**src/rtl/ipv4_checksum_calculator.sv**
```systemverilog
// ipv4_checksum_calculator: two-stage pipelined IPv4 header checksum (checksum word taken as zero)
module ipv4_checksum_calculator (
    input  logic        CLK,
    input  logic        RST_N,
    input  logic        IN_VALID,
    input  logic [7:0]  VERSION,
    input  logic [7:0]  SERVICE_TYPE,
    input  logic [15:0] LENGTH,
    input  logic [15:0] IDENTIFICATION,
    input  logic [15:0] FLAGS_AND_FRAGMENT,
    input  logic [7:0]  TTL,
    input  logic [7:0]  PROTOCOL,
    input  logic [31:0] SRC_IP_ADDRESS,
    input  logic [31:0] DST_IP_ADDRESS,
    output logic        OUT_VALID,
    output logic [15:0] CHECKSUM
);
    logic [19:0] sum_d, sum_q;
    logic        v1_d, v1_q;
    logic [15:0] checksum_d, checksum_q;
    logic        out_valid_d, out_valid_q;
    logic [16:0] f1;
    logic [15:0] f2;
    always_comb begin
        sum_d = 20'({VERSION, SERVICE_TYPE}) + 20'(LENGTH) + 20'(IDENTIFICATION)
              + 20'(FLAGS_AND_FRAGMENT) + 20'({TTL, PROTOCOL})
              + 20'(SRC_IP_ADDRESS[31:16]) + 20'(SRC_IP_ADDRESS[15:0])
              + 20'(DST_IP_ADDRESS[31:16]) + 20'(DST_IP_ADDRESS[15:0]);
        v1_d = IN_VALID;
        // second fold cannot overflow: a carry out of f1 leaves f1[15:0] <= 7
        f1 = {1'b0, sum_q[15:0]} + 17'(sum_q[19:16]);
        f2 = f1[15:0] + 16'(f1[16]);
        checksum_d = v1_q ? ~f2 : checksum_q;
        out_valid_d = v1_q;
    end
    always_ff @(posedge CLK or negedge RST_N) begin
        if (!RST_N) begin
            sum_q <= '0;
            v1_q <= 1'b0;
            checksum_q <= '0;
            out_valid_q <= 1'b0;
        end else begin
            sum_q <= sum_d;
            v1_q <= v1_d;
            checksum_q <= checksum_d;
            out_valid_q <= out_valid_d;
        end
    end
    assign CHECKSUM = checksum_q;
    assign OUT_VALID = out_valid_q;
endmodule

```
**config.mk**
```make
export PLATFORM = sky130hd
export DESIGN_NAME = ipv4_checksum_calculator
export DESIGN_NICKNAME = d
export VERILOG_FILES = /design/src/rtl/ipv4_checksum_calculator.sv
export SDC_FILE = /design/constraint.sdc
export NUM_CORES = 1
export LEC_CHECK = 0
export ABC_AREA = 1
export ABC_CLOCK_PERIOD_IN_PS = 3300
export CORE_MARGIN = 2
export CORE_UTILIZATION = 30
export CTS_BUF_LIST = sky130_fd_sc_hd__clkbuf_8 sky130_fd_sc_hd__clkbuf_16
export CTS_CLUSTER_DIAMETER = 50
export DETAILED_ROUTE_END_ITERATION = 16
export DONT_BUFFER_PORTS = 1
export PLACE_DENSITY = 0.51
export SYNTH_ARGS = -nofsm -noshare
export SYNTH_HDL_FRONTEND = slang
export SYNTH_SLANG_ARGS = --single-unit
```
**constraint.sdc**
```tcl
create_clock -name CLK -period 3.3 [get_ports CLK]
set_input_delay 0.66 -clock CLK [delete_from_list [all_inputs] [get_ports CLK]]
set_output_delay 0.66 -clock CLK [all_outputs]
set_load 0.005 [all_outputs]
```
== After elaboration in Yosys (flattened, before gate mapping) ==
Index checks and enable logic that the tools add are counted.
Cells by class
  add/subtract/negate cells: 10
  bitwise logic cells: 1
Operators with widths (count)
  $add A20 B16 Y20: 4
  $add A19 B16 Y20: 1
  $add A18 B16 Y19: 1
  $add A17 B16 Y18: 1
  $add A16 B16 Y17: 1
  $add A16 B4 Y17: 1
  $add A16 B1 Y16: 1
  $not A16 Y16: 1
Word-level totals
  flip-flop bits (word level): 38
  logic and storage cells: 15

== Longest topological paths before layout ==
Gate-level depths: netlist of the first run.
  depth in word-level cells: 8
  mapped depth: 19
  depth with buffers taken out: 19

== Least setup slack after synthesis of the first run ==
OpenSTA, ideal clock, no wires.
  kind: in2reg
  start point: input SERVICE_TYPE[2]
  end point: register sum_q[12]
  required time: 3.177 ns
  path buffers: 0
  data arrival time: 4.418 ns
  cell stages on the path: 16
  path slack: -1.242 ns
  setup time: 0.123 ns
  path through: inv_1 -> fa_1 -> inv_1 -> fa_1 -> fa_1 -> inv_1 -> fa_1 -> inv_1 -> ha_1 -> inv_1 -> fa_1 -> o21ai_0 -> a21oi_1 -> o21ai_0 -> a31oi_1 -> xnor2_1
Between the ends
  cells in the longest elaborated chain, start to end: 8
RTL lines
  from (decl): RTL line 7  | input logic [7:0] SERVICE_TYPE,
  $add A16 B16 Y17: RTL line 25  | sum_d = 20'({VERSION, SERVICE_TYPE}) + 20'(LENGTH) + 20'(IDENTIFICATION)
  $add A17 B16 Y18: RTL line 25
  $add A18 B16 Y19: RTL line 26  | + 20'(FLAGS_AND_FRAGMENT) + 20'({TTL, PROTOCOL})
  $add A19 B16 Y20: RTL line 26
  $add A20 B16 Y20 (2 in a row): RTL line 27  | + 20'(SRC_IP_ADDRESS[31:16]) + 20'(SRC_IP_ADDRESS[15:0])
  $add A20 B16 Y20 (2 in a row): RTL line 28  | + 20'(DST_IP_ADDRESS[31:16]) + 20'(DST_IP_ADDRESS[15:0]);
  named net sum_d[12]: RTL line 18  | logic [19:0] sum_d, sum_q;
  to (signal assigned): RTL line 43  | sum_q <= sum_d;
  to (decl): RTL line 18
The timed path passes the listed nets, and every way through them passes these cells.
A chain may end at the register's enable or synchronous reset.

== Worst setup path after layout of the first run ==
  start point: input IDENTIFICATION[2]
  end point: register sum_q[12]
Between the ends
  cells in the longest elaborated chain, start to end: 7
RTL lines
  from (decl): RTL line 9  | input logic [15:0] IDENTIFICATION,
  $add A17 B16 Y18: RTL line 25
  $add A18 B16 Y19: RTL line 26
  $add A19 B16 Y20: RTL line 26
  $add A20 B16 Y20 (2 in a row): RTL line 27
  $add A20 B16 Y20 (2 in a row): RTL line 28
  named net sum_d[12]: RTL line 18
The timed path passes the listed nets, and every way through them passes these cells.

==> metrics.txt, run 1 <==
# TYPE chip_impl_metric gauge
chip_impl_metric{name="cap_viol_max_count",unit=""} 0
chip_impl_info{name="cell_at_the_slowest_stage_of_the_critical_path",value="sky130_fd_sc_hd__fa_1"} 1
chip_impl_metric{name="timing_hold_violations_final",unit=""} 0
chip_impl_metric{name="row_count",unit=""} 50
chip_impl_metric{name="detail_route.drc_violations",unit=""} 0
chip_impl_metric{name="detail_route.vias_per_cell",unit=""} 4.25
chip_impl_info{name="synth_top_cells_by_area",value="sky130_fd_sc_hd__fa_1, sky130_fd_sc_hd__dfrtp_1, sky130_fd_sc_hd__inv_1, sky130_fd_sc_hd__nand2_1, sky130_fd_sc_hd__ha_1"} 1
chip_impl_info{name="critical_path_class",value="primary input to flip-flop"} 1
chip_impl_metric{name="clkSlewWorstSetupHoldPaths",unit="ns"} 0.06
chip_impl_metric{name="cts.path.max_buffers",unit=""} 2
chip_impl_metric{name="die_area",unit="sq um"} 20000
chip_impl_metric{name="post_syn_area",unit="sq um"} 5680
chip_impl_metric{name="detail_route.iter0.violations",unit=""} 130
chip_impl_metric{name="critical_path_required",unit="ns"} 3.47
chip_impl_metric{name="tns",unit="ns"} -6.36
chip_impl_info{name="critPathLaunch",value="IDENTIFICATION[2]"} 1
chip_impl_metric{name="synthesis.instances",unit=""} 652
chip_impl_metric{name="ant_nets",unit=""} 0
chip_impl_info{name="synth_largest_area_cell",value="sky130_fd_sc_hd__fa_1"} 1
chip_impl_metric{name="die-width",unit="um"} 142
chip_impl_info{name="rsz_0062_raised_after_global_routing",value="yes"} 1
chip_impl_metric{name="synth.avg_cell_area",unit="sq um"} 8.71
chip_impl_metric{name="detail_route.first_pass.iterations",unit=""} 4
chip_impl_metric{name="slew_violations",unit=""} 0
chip_impl_info{name="crit_top_cell",value="sky130_fd_sc_hd__fa_1"} 1
chip_impl_metric{name="mux_share_of_post_synthesis_cell_area",unit=""} 0
chip_impl_info{name="failed_checks",value="negative setup slack"} 1
chip_impl_metric{name="synth_compound_gate_area_share",unit=""} 0.0458
chip_impl_metric{name="critical_path.max_stage_delay",unit="ns"} 0.54
chip_impl_metric{name="core",unit="sq um"} 18600
chip_impl_metric{name="timing.slew.headroom",unit=""} 0.565
chip_impl_metric{name="drt-total-wl",unit="um"} 10800
chip_impl_metric{name="worst_skew_pair.late_latency",unit="ns"} 0.28
chip_impl_metric{name="mappedNetlistNets",unit=""} 937
chip_impl_metric{name="synth_enable_flop_cells",unit=""} 0
chip_impl_metric{name="timing.final.crit_period",unit="ns"} 3.88
chip_impl_info{name="synth_most_common_cell",value="sky130_fd_sc_hd__inv_1"} 1
chip_impl_metric{name="ys_seq_area_frac",unit=""} 0.167
chip_impl_info{name="tritoncts",value="yes"} 1
chip_impl_info{name="worst_hold_path_type",value="primary input to asynchronous set/reset pin"} 1
chip_impl_metric{name="largest_net_degree_at_the_start_of_global_routing",unit=""} 39
chip_impl_info{name="crit_path_end_kind",value="flip-flop"} 1
chip_impl_metric{name="post_synth_xor_area_fraction",unit=""} 0.0260
chip_impl_metric{name="final_cell_area",unit="sq um"} 7020
chip_impl_metric{name="synth_fa_ha_area_frac",unit=""} 0.451
chip_impl_metric{name="routed-via-count",unit=""} 3987
chip_impl_metric{name="synth.ff_latch_count",unit=""} 38
chip_impl_info{name="postSynth.topFlopCell",value="sky130_fd_sc_hd__dfrtp_1"} 1
chip_impl_metric{name="clock-skew-final",unit="ns"} 0.00488
chip_impl_metric{name="port-buffer-count",unit=""} 0
chip_impl_metric{name="yosysWarningCount",unit=""} 0
chip_impl_metric{name="gp_congestion",unit=""} 0.782
chip_impl_info{name="cts-root-buf",value="sky130_fd_sc_hd__clkbuf_16"} 1
chip_impl_metric{name="grt_remaining_overflow",unit=""} 0
chip_impl_metric{name="grt_first_pass_wirelength",unit="um"} 19400
chip_impl_metric{name="dp_hpwl",unit="um"} 9560
chip_impl_info{name="netlist_top_cells_count",value="sky130_fd_sc_hd__inv_1, sky130_fd_sc_hd__fa_1, sky130_fd_sc_hd__nand2_1"} 1
chip_impl_metric{name="postCtsHoldBufs",unit=""} 0
chip_impl_metric{name="layout-drive-gt1-share",unit=""} 0.244
chip_impl_info{name="status",value="finished with violations"} 1
chip_impl_info{name="r2r_start",value="sum_q[19]"} 1
chip_impl_metric{name="antenna_cells_inserted",unit=""} 0
chip_impl_metric{name="simple_gate_portion_of_the_synthesized_area",unit=""} 0.171
chip_impl_metric{name="antenna_found_initial",unit=""} 0
chip_impl_metric{name="achievable-frequency",unit="MHz"} 257
chip_impl_metric{name="asyncSetResetFlopFracSynth",unit=""} 1.00
chip_impl_info{name="largest_family_of_logic_cells_by_synthesized_area",value="adder cells"} 1
chip_impl_metric{name="cts_made_buffers",unit=""} 5
chip_impl_metric{name="post-route-period-util",unit=""} 1.18
chip_impl_metric{name="die_y",unit="um"} 142
chip_impl_metric{name="placed_area",unit="sq um"} 6460
chip_impl_metric{name="num-nets-final",unit=""} 989
chip_impl_metric{name="vias_in_the_first_global_route",unit=""} 4397
chip_impl_info{name="crit_chain",value="inv_8 > fa_1 > inv_2 > fa_1 > fa_1 > inv_1 > fa_1 > inv_2 > ha_4 > inv_2 > fa_2 > o21ai_4 > buf_6 > a21oi_4 > o21ai_2 > a31oi_1 > xnor2_1"} 1
chip_impl_metric{name="synth_cell_type_count",unit=""} 31
chip_impl_metric{name="post_drt_wl_per_cell",unit="um"} 11.5
chip_impl_metric{name="worstPathMaxFanout",unit=""} 3
chip_impl_metric{name="post-route-worst-setup-slack",unit="ns"} -0.584
chip_impl_metric{name="grt_use_total",unit=""} 0.116
chip_impl_metric{name="h-tree-depth",unit=""} 2
chip_impl_metric{name="area_delta_synth_final",unit="%"} 23.7
chip_impl_info{name="critPathTopFamily",value="adder cells"} 1
chip_impl_metric{name="whs",unit="ns"} 0.0737
chip_impl_metric{name="timing_worst_slew_pin_value",unit="ns"} 0.653
chip_impl_metric{name="pin_count",unit=""} 164
chip_impl_metric{name="initial_core_util",unit=""} 0.305
chip_impl_metric{name="worst_path_bufs_invs",unit=""} 6
chip_impl_metric{name="cts_sinks",unit=""} 38
chip_impl_metric{name="synth_largest_type_area_fraction",unit=""} 0.391
chip_impl_info{name="critPathLaunchType",value="primary input"} 1
chip_impl_metric{name="cp.arrival",unit="ns"} 4.05
chip_impl_metric{name="setup_viol",unit=""} 17
cell families after synthesis:
family	count (synthesis)
adder cells (fa/ha/maj)	138
AO/OA/AOI/OAI	47
XOR/XNOR	16
buffers and inverters	210
flip-flops	38
AND/OR/NAND/NOR	203
metrics by stage:
stage	cells	util	worst slack, ns
4_1_cts	938	0.368	-0.668
3_3_place_gp	924	0.347	-0.975
2_1_floorplan	652	-	-0.840
6_report	939	0.377	-0.584
5_1_grt	939	0.377	-0.762
3_5_place_dp	924	0.347	-0.992
state kept, by name (all words and copies together) (netlist names):
signal / cells
OUT_VALID: 1
out_valid_d: 1
CHECKSUM: 16
sum_q: 20
cells in the final DEF (no fill, tap or decap), drive strengths merged:
cell type and count:
inv 207, fa 111, nand2 107, buf 48, nor2 42, nand3 40
dfrtp 38, ha 27, a21oi 19, o21ai 14, nand4 9, xor2 8
xnor2 8, a31oi 8, clkbuf 6, o21bai 3, nor3 3, a21o 2
o211ai 1, nor3b 1, nand3b 1, clkinvlp 1, clkinv 1
metal layers:
metal,vias up,part of all wire,global-route usage
met2,105,0.50,0.209
li1,2004,-,-
met1,1871,0.46,0.153
met5,-,0,0
met3,7,0.035,0.0128
met4,0,0.0076,0.0189
path summary, 6_finish.rpt:
path	depth (start not counted)	slack, ns	endpoint
worst max-delay path	17	-0.58	sum_q[12]
worst min-delay path	0	0.07	CHECKSUM[11]
worst max register to register	18	0.36	CHECKSUM[12]
worst min register to register	2	0.51	CHECKSUM[2]
max in group asynchronous	0	3.14	sum_q[18]
min in group CLK	0	0.41	out_valid_d
repair_timing:
action / in CTS / in global routing
cloned: 0 / 0
setup buffers: 9 / 4
setup endpoints to repair: 17 / 24
gates resized for setup: 57 / 36
pin swaps: 52 / 37
final cells by class:
type	instances	area, sq um
Tap cell	234	293
Clock buffer	6	139
Multi-Input combinational cell	404	4430
Inverter	207	800
Clock inverter	2	12.5
Timing Repair Buffer	48	398
Sequential cell	38	951
Fill cell	1891	11600
Power of run 1 is not shown: default switching activity piles up to over one toggle a cycle in this logic, so the estimate is an artifact.
==> run 2, diff against run 1 <==
- RECOVER_POWER: not set -> 50
==> results of run 2 <==
The final DEF is identical to that of run 1; final timing and power are the same.
Power of run 2 is left out for the same reason.
==> run 3, diff against run 2 <==
- CELL_PAD_IN_SITES_DETAIL_PLACEMENT: not set -> 1
- CELL_PAD_IN_SITES_GLOBAL_PLACEMENT: not set -> 2
- PLACE_DENSITY: 0.51 -> 0.74
==> run 3 against run 2 <==
Effect of this change:
- the run still ends with negative setup slack left
- global-route usage grew 2.3 points
- worst hold slack worse by 0.011 ns
- utilization up 1.6 points
- sequential cell count did not move
- worst setup slack worse by 0.031 ns
- critical path type unchanged
- highest routed layer unchanged
==> metrics.txt, run 3 (same netlist as run 1, synthesis figures left out) <==
# TYPE chip_impl_metric gauge
chip_impl_info{name="status",value="finished with violations"} 1
chip_impl_info{name="failed_checks",value="negative setup slack"} 1
chip_impl_metric{name="cts_sinks",unit=""} 38
chip_impl_info{name="critPathTopFamily",value="adder cells"} 1
chip_impl_metric{name="detail_route.first_pass.iterations",unit=""} 4
chip_impl_info{name="critical_path_class",value="primary input to flip-flop"} 1
chip_impl_metric{name="cts_made_buffers",unit=""} 5
chip_impl_metric{name="largest_net_degree_at_the_start_of_global_routing",unit=""} 39
chip_impl_metric{name="routed-via-count",unit=""} 4320
chip_impl_metric{name="post-route-worst-setup-slack",unit="ns"} -0.614
chip_impl_metric{name="core",unit="sq um"} 18600
chip_impl_metric{name="die_area",unit="sq um"} 20000
chip_impl_metric{name="clock-skew-final",unit="ns"} 0.00890
chip_impl_info{name="r2r_start",value="sum_q[19]"} 1
chip_impl_info{name="mostFrequentLayoutCell",value="sky130_fd_sc_hd__inv_1"} 1
chip_impl_info{name="critPathLaunchType",value="primary input"} 1
chip_impl_metric{name="gp_congestion",unit=""} 0.762
chip_impl_metric{name="post_drt_wl_per_cell",unit="um"} 14.2
chip_impl_info{name="rsz_0062_raised_after_global_routing",value="yes"} 1
chip_impl_info{name="crit_top_cell",value="sky130_fd_sc_hd__fa_1"} 1
chip_impl_metric{name="drt-total-wl",unit="um"} 13600
chip_impl_info{name="critPathLaunch",value="IDENTIFICATION[3]"} 1
chip_impl_metric{name="h-tree-depth",unit=""} 2
chip_impl_metric{name="achievable-frequency",unit="MHz"} 255
chip_impl_metric{name="dp_hpwl",unit="um"} 11400
chip_impl_metric{name="die_y",unit="um"} 142
chip_impl_metric{name="critical_path_cell_count",unit=""} 15
chip_impl_metric{name="final_cell_area",unit="sq um"} 7330
chip_impl_metric{name="grt_remaining_overflow",unit=""} 0
chip_impl_metric{name="worst_reg2reg_path_depth",unit=""} 19
chip_impl_metric{name="layout-drive-gt1-share",unit=""} 0.279
chip_impl_metric{name="grt_first_pass_wirelength",unit="um"} 22800
chip_impl_metric{name="row_count",unit=""} 50
chip_impl_metric{name="cts.path.max_buffers",unit=""} 2
chip_impl_info{name="cts-root-buf",value="sky130_fd_sc_hd__clkbuf_16"} 1
chip_impl_metric{name="vias_in_the_first_global_route",unit=""} 5043
chip_impl_info{name="leading_cell_types_in_the_layout_fill_and_taps_excluded",value="sky130_fd_sc_hd__inv_1, sky130_fd_sc_hd__fa_1, sky130_fd_sc_hd__nand2_1"} 1
chip_impl_metric{name="initial_core_util",unit=""} 0.305
chip_impl_metric{name="worst_skew_pair.late_latency",unit="ns"} 0.29
chip_impl_metric{name="area_delta_synth_final",unit="%"} 29.1
chip_impl_metric{name="timing_worst_slew_pin_value",unit="ns"} 0.647
chip_impl_metric{name="cp.arrival",unit="ns"} 4.11
chip_impl_metric{name="critical_path_required",unit="ns"} 3.50
chip_impl_metric{name="die-width",unit="um"} 142
chip_impl_metric{name="timing_hold_violations_final",unit=""} 0
chip_impl_metric{name="antenna_found_initial",unit=""} 0
chip_impl_info{name="tritoncts",value="yes"} 1
chip_impl_metric{name="num-nets-final",unit=""} 1011
chip_impl_metric{name="setup_viol",unit=""} 16
chip_impl_metric{name="largest_register_ffs",unit=""} 20
chip_impl_metric{name="port-buffer-count",unit=""} 0
chip_impl_metric{name="critical_path.max_stage_delay",unit="ns"} 0.52
chip_impl_metric{name="post-route-period-util",unit=""} 1.19
chip_impl_metric{name="timing.final.crit_period",unit="ns"} 3.91
chip_impl_metric{name="detail_route.vias_per_cell",unit=""} 4.50
chip_impl_info{name="largest_register",value="sum_q"} 1
chip_impl_metric{name="clkSlewWorstSetupHoldPaths",unit="ns"} 0.07
chip_impl_metric{name="timing.slew.headroom",unit=""} 0.569
chip_impl_metric{name="postCtsHoldBufs",unit=""} 0
chip_impl_metric{name="grt_use_total",unit=""} 0.140
chip_impl_metric{name="worstPathMaxFanout",unit=""} 3
chip_impl_metric{name="detail_route.drc_violations",unit=""} 0
chip_impl_metric{name="rrSetupSlack",unit="ns"} 0.25
chip_impl_metric{name="slew_violations",unit=""} 0
chip_impl_info{name="reg2reg_to",value="CHECKSUM[14]"} 1
chip_impl_metric{name="worst_path_bufs_invs",unit=""} 5
chip_impl_metric{name="ant_nets",unit=""} 0
chip_impl_info{name="crit_path_end",value="sum_q[12]"} 1
chip_impl_info{name="worst_hold_path_type",value="primary input to asynchronous set/reset pin"} 1
chip_impl_metric{name="antenna_cells_inserted",unit=""} 0
chip_impl_info{name="cell_at_the_slowest_stage_of_the_critical_path",value="sky130_fd_sc_hd__fa_1"} 1
chip_impl_metric{name="detail_route.iter0.violations",unit=""} 76
chip_impl_metric{name="placed_area",unit="sq um"} 6460
chip_impl_metric{name="pin_count",unit=""} 164
chip_impl_info{name="crit_path_end_kind",value="flip-flop"} 1
chip_impl_info{name="crit_chain",value="inv_8 > fa_1 > inv_1 > fa_1 > fa_1 > inv_1 > fa_1 > buf_4 > fa_2 > o21ai_4 > buf_4 > a21oi_2 > o21ai_2 > a31oi_1 > xnor2_1"} 1
chip_impl_metric{name="cap_viol_max_count",unit=""} 0
[run 3: cell count changes in the layout (fill, tap and decap cells not counted), sizes merged]
cell / previous run / this run
bufinv: 0 / 2
buf: 48 / 70
clkbuf: 6 / 5
clkinvlp: 1 / 0
[run 3: per-layer routing]
layer  GRT usage  routed length (um)
met1       0.164                5510
met2       0.269                7400
met3      0.0172                 472
met4      0.0342                 265
met5           0                   0
[run 3: worst min path at each step]
stage | to | depth (start not counted) | startpoint | slack [ns]
finish | CHECKSUM[1] | 0 | RST_N | 0.06
global route | sum_q[4] | 0 | RST_N | 0.05
CTS | CHECKSUM[1] | 0 | RST_N | 0.06
detailed placement | CHECKSUM[1] | 0 | RST_N | 0.37
global placement | CHECKSUM[0] | 0 | RST_N | 0.37
floorplan | CHECKSUM[0] | 0 | RST_N | 0.36
[run 3: worst register-to-register path: stages, from the launching register on]
cell and delay [ns]:
sky130_fd_sc_hd__dfrtp_1 0.42, sky130_fd_sc_hd__ha_4 0.30, sky130_fd_sc_hd__nand2_1 0.07, sky130_fd_sc_hd__nor2_1 0.09, sky130_fd_sc_hd__nand2_1 0.09, sky130_fd_sc_hd__nand2_2 0.08, sky130_fd_sc_hd__nand3_2 0.10, sky130_fd_sc_hd__nor3_4 0.24
sky130_fd_sc_hd__buf_4 0.15, sky130_fd_sc_hd__ha_1 0.16, sky130_fd_sc_hd__ha_2 0.19, sky130_fd_sc_hd__inv_1 0.06, sky130_fd_sc_hd__nor2_2 0.13, sky130_fd_sc_hd__nand3_2 0.09, sky130_fd_sc_hd__nor2_2 0.17, sky130_fd_sc_hd__nand3_2 0.14
sky130_fd_sc_hd__nor2_4 0.18, sky130_fd_sc_hd__nand4_1 0.12, sky130_fd_sc_hd__nand3_1 0.10, sky130_fd_sc_hd__nand2_1 0.06
[run 3: area by class of cell]
| type | count | area [sq um] |
|---|---|---|
| Fill cell | 2144 | 11300 |
| Multi-Input combinational cell | 404 | 4490 |
| Sequential cell | 38 | 951 |
| Inverter | 207 | 807 |
| Timing Repair Buffer | 70 | 593 |
| Tap cell | 234 | 293 |
| Clock buffer | 5 | 125 |
| Clock inverter | 3 | 68.8 |
[run 3: per-stage QoR]
stage / setup TNS [ns] / instances / setup WS (ns) / util / hold WS (ns)
after floorplan: -9.83 / 652 / -0.840 / - / 0.364
after global placement: -12.80 / 924 / -0.957 / 0.347 / 0.365
after detailed placement: -13.88 / 924 / -1.07 / 0.347 / 0.365
after CTS: -7.07 / 949 / -0.614 / 0.378 / 0.0557
after global routing: -9.48 / 961 / -0.718 / 0.393 / 0.0473
final: -7.55 / 961 / -0.614 / 0.393 / 0.0623
[run 3: timing repair]
| item | 4_1_cts | 5_1_grt |
|---|---|---|
| hold endpoints to repair | 0 | 0 |
| setup endpoints to repair | 17 | 26 |
| resized for setup | 65 | 54 |
| pin swaps | 71 | 39 |
| buffers inserted | 18 | 16 |
Power of run 3 is left out for the same reason.
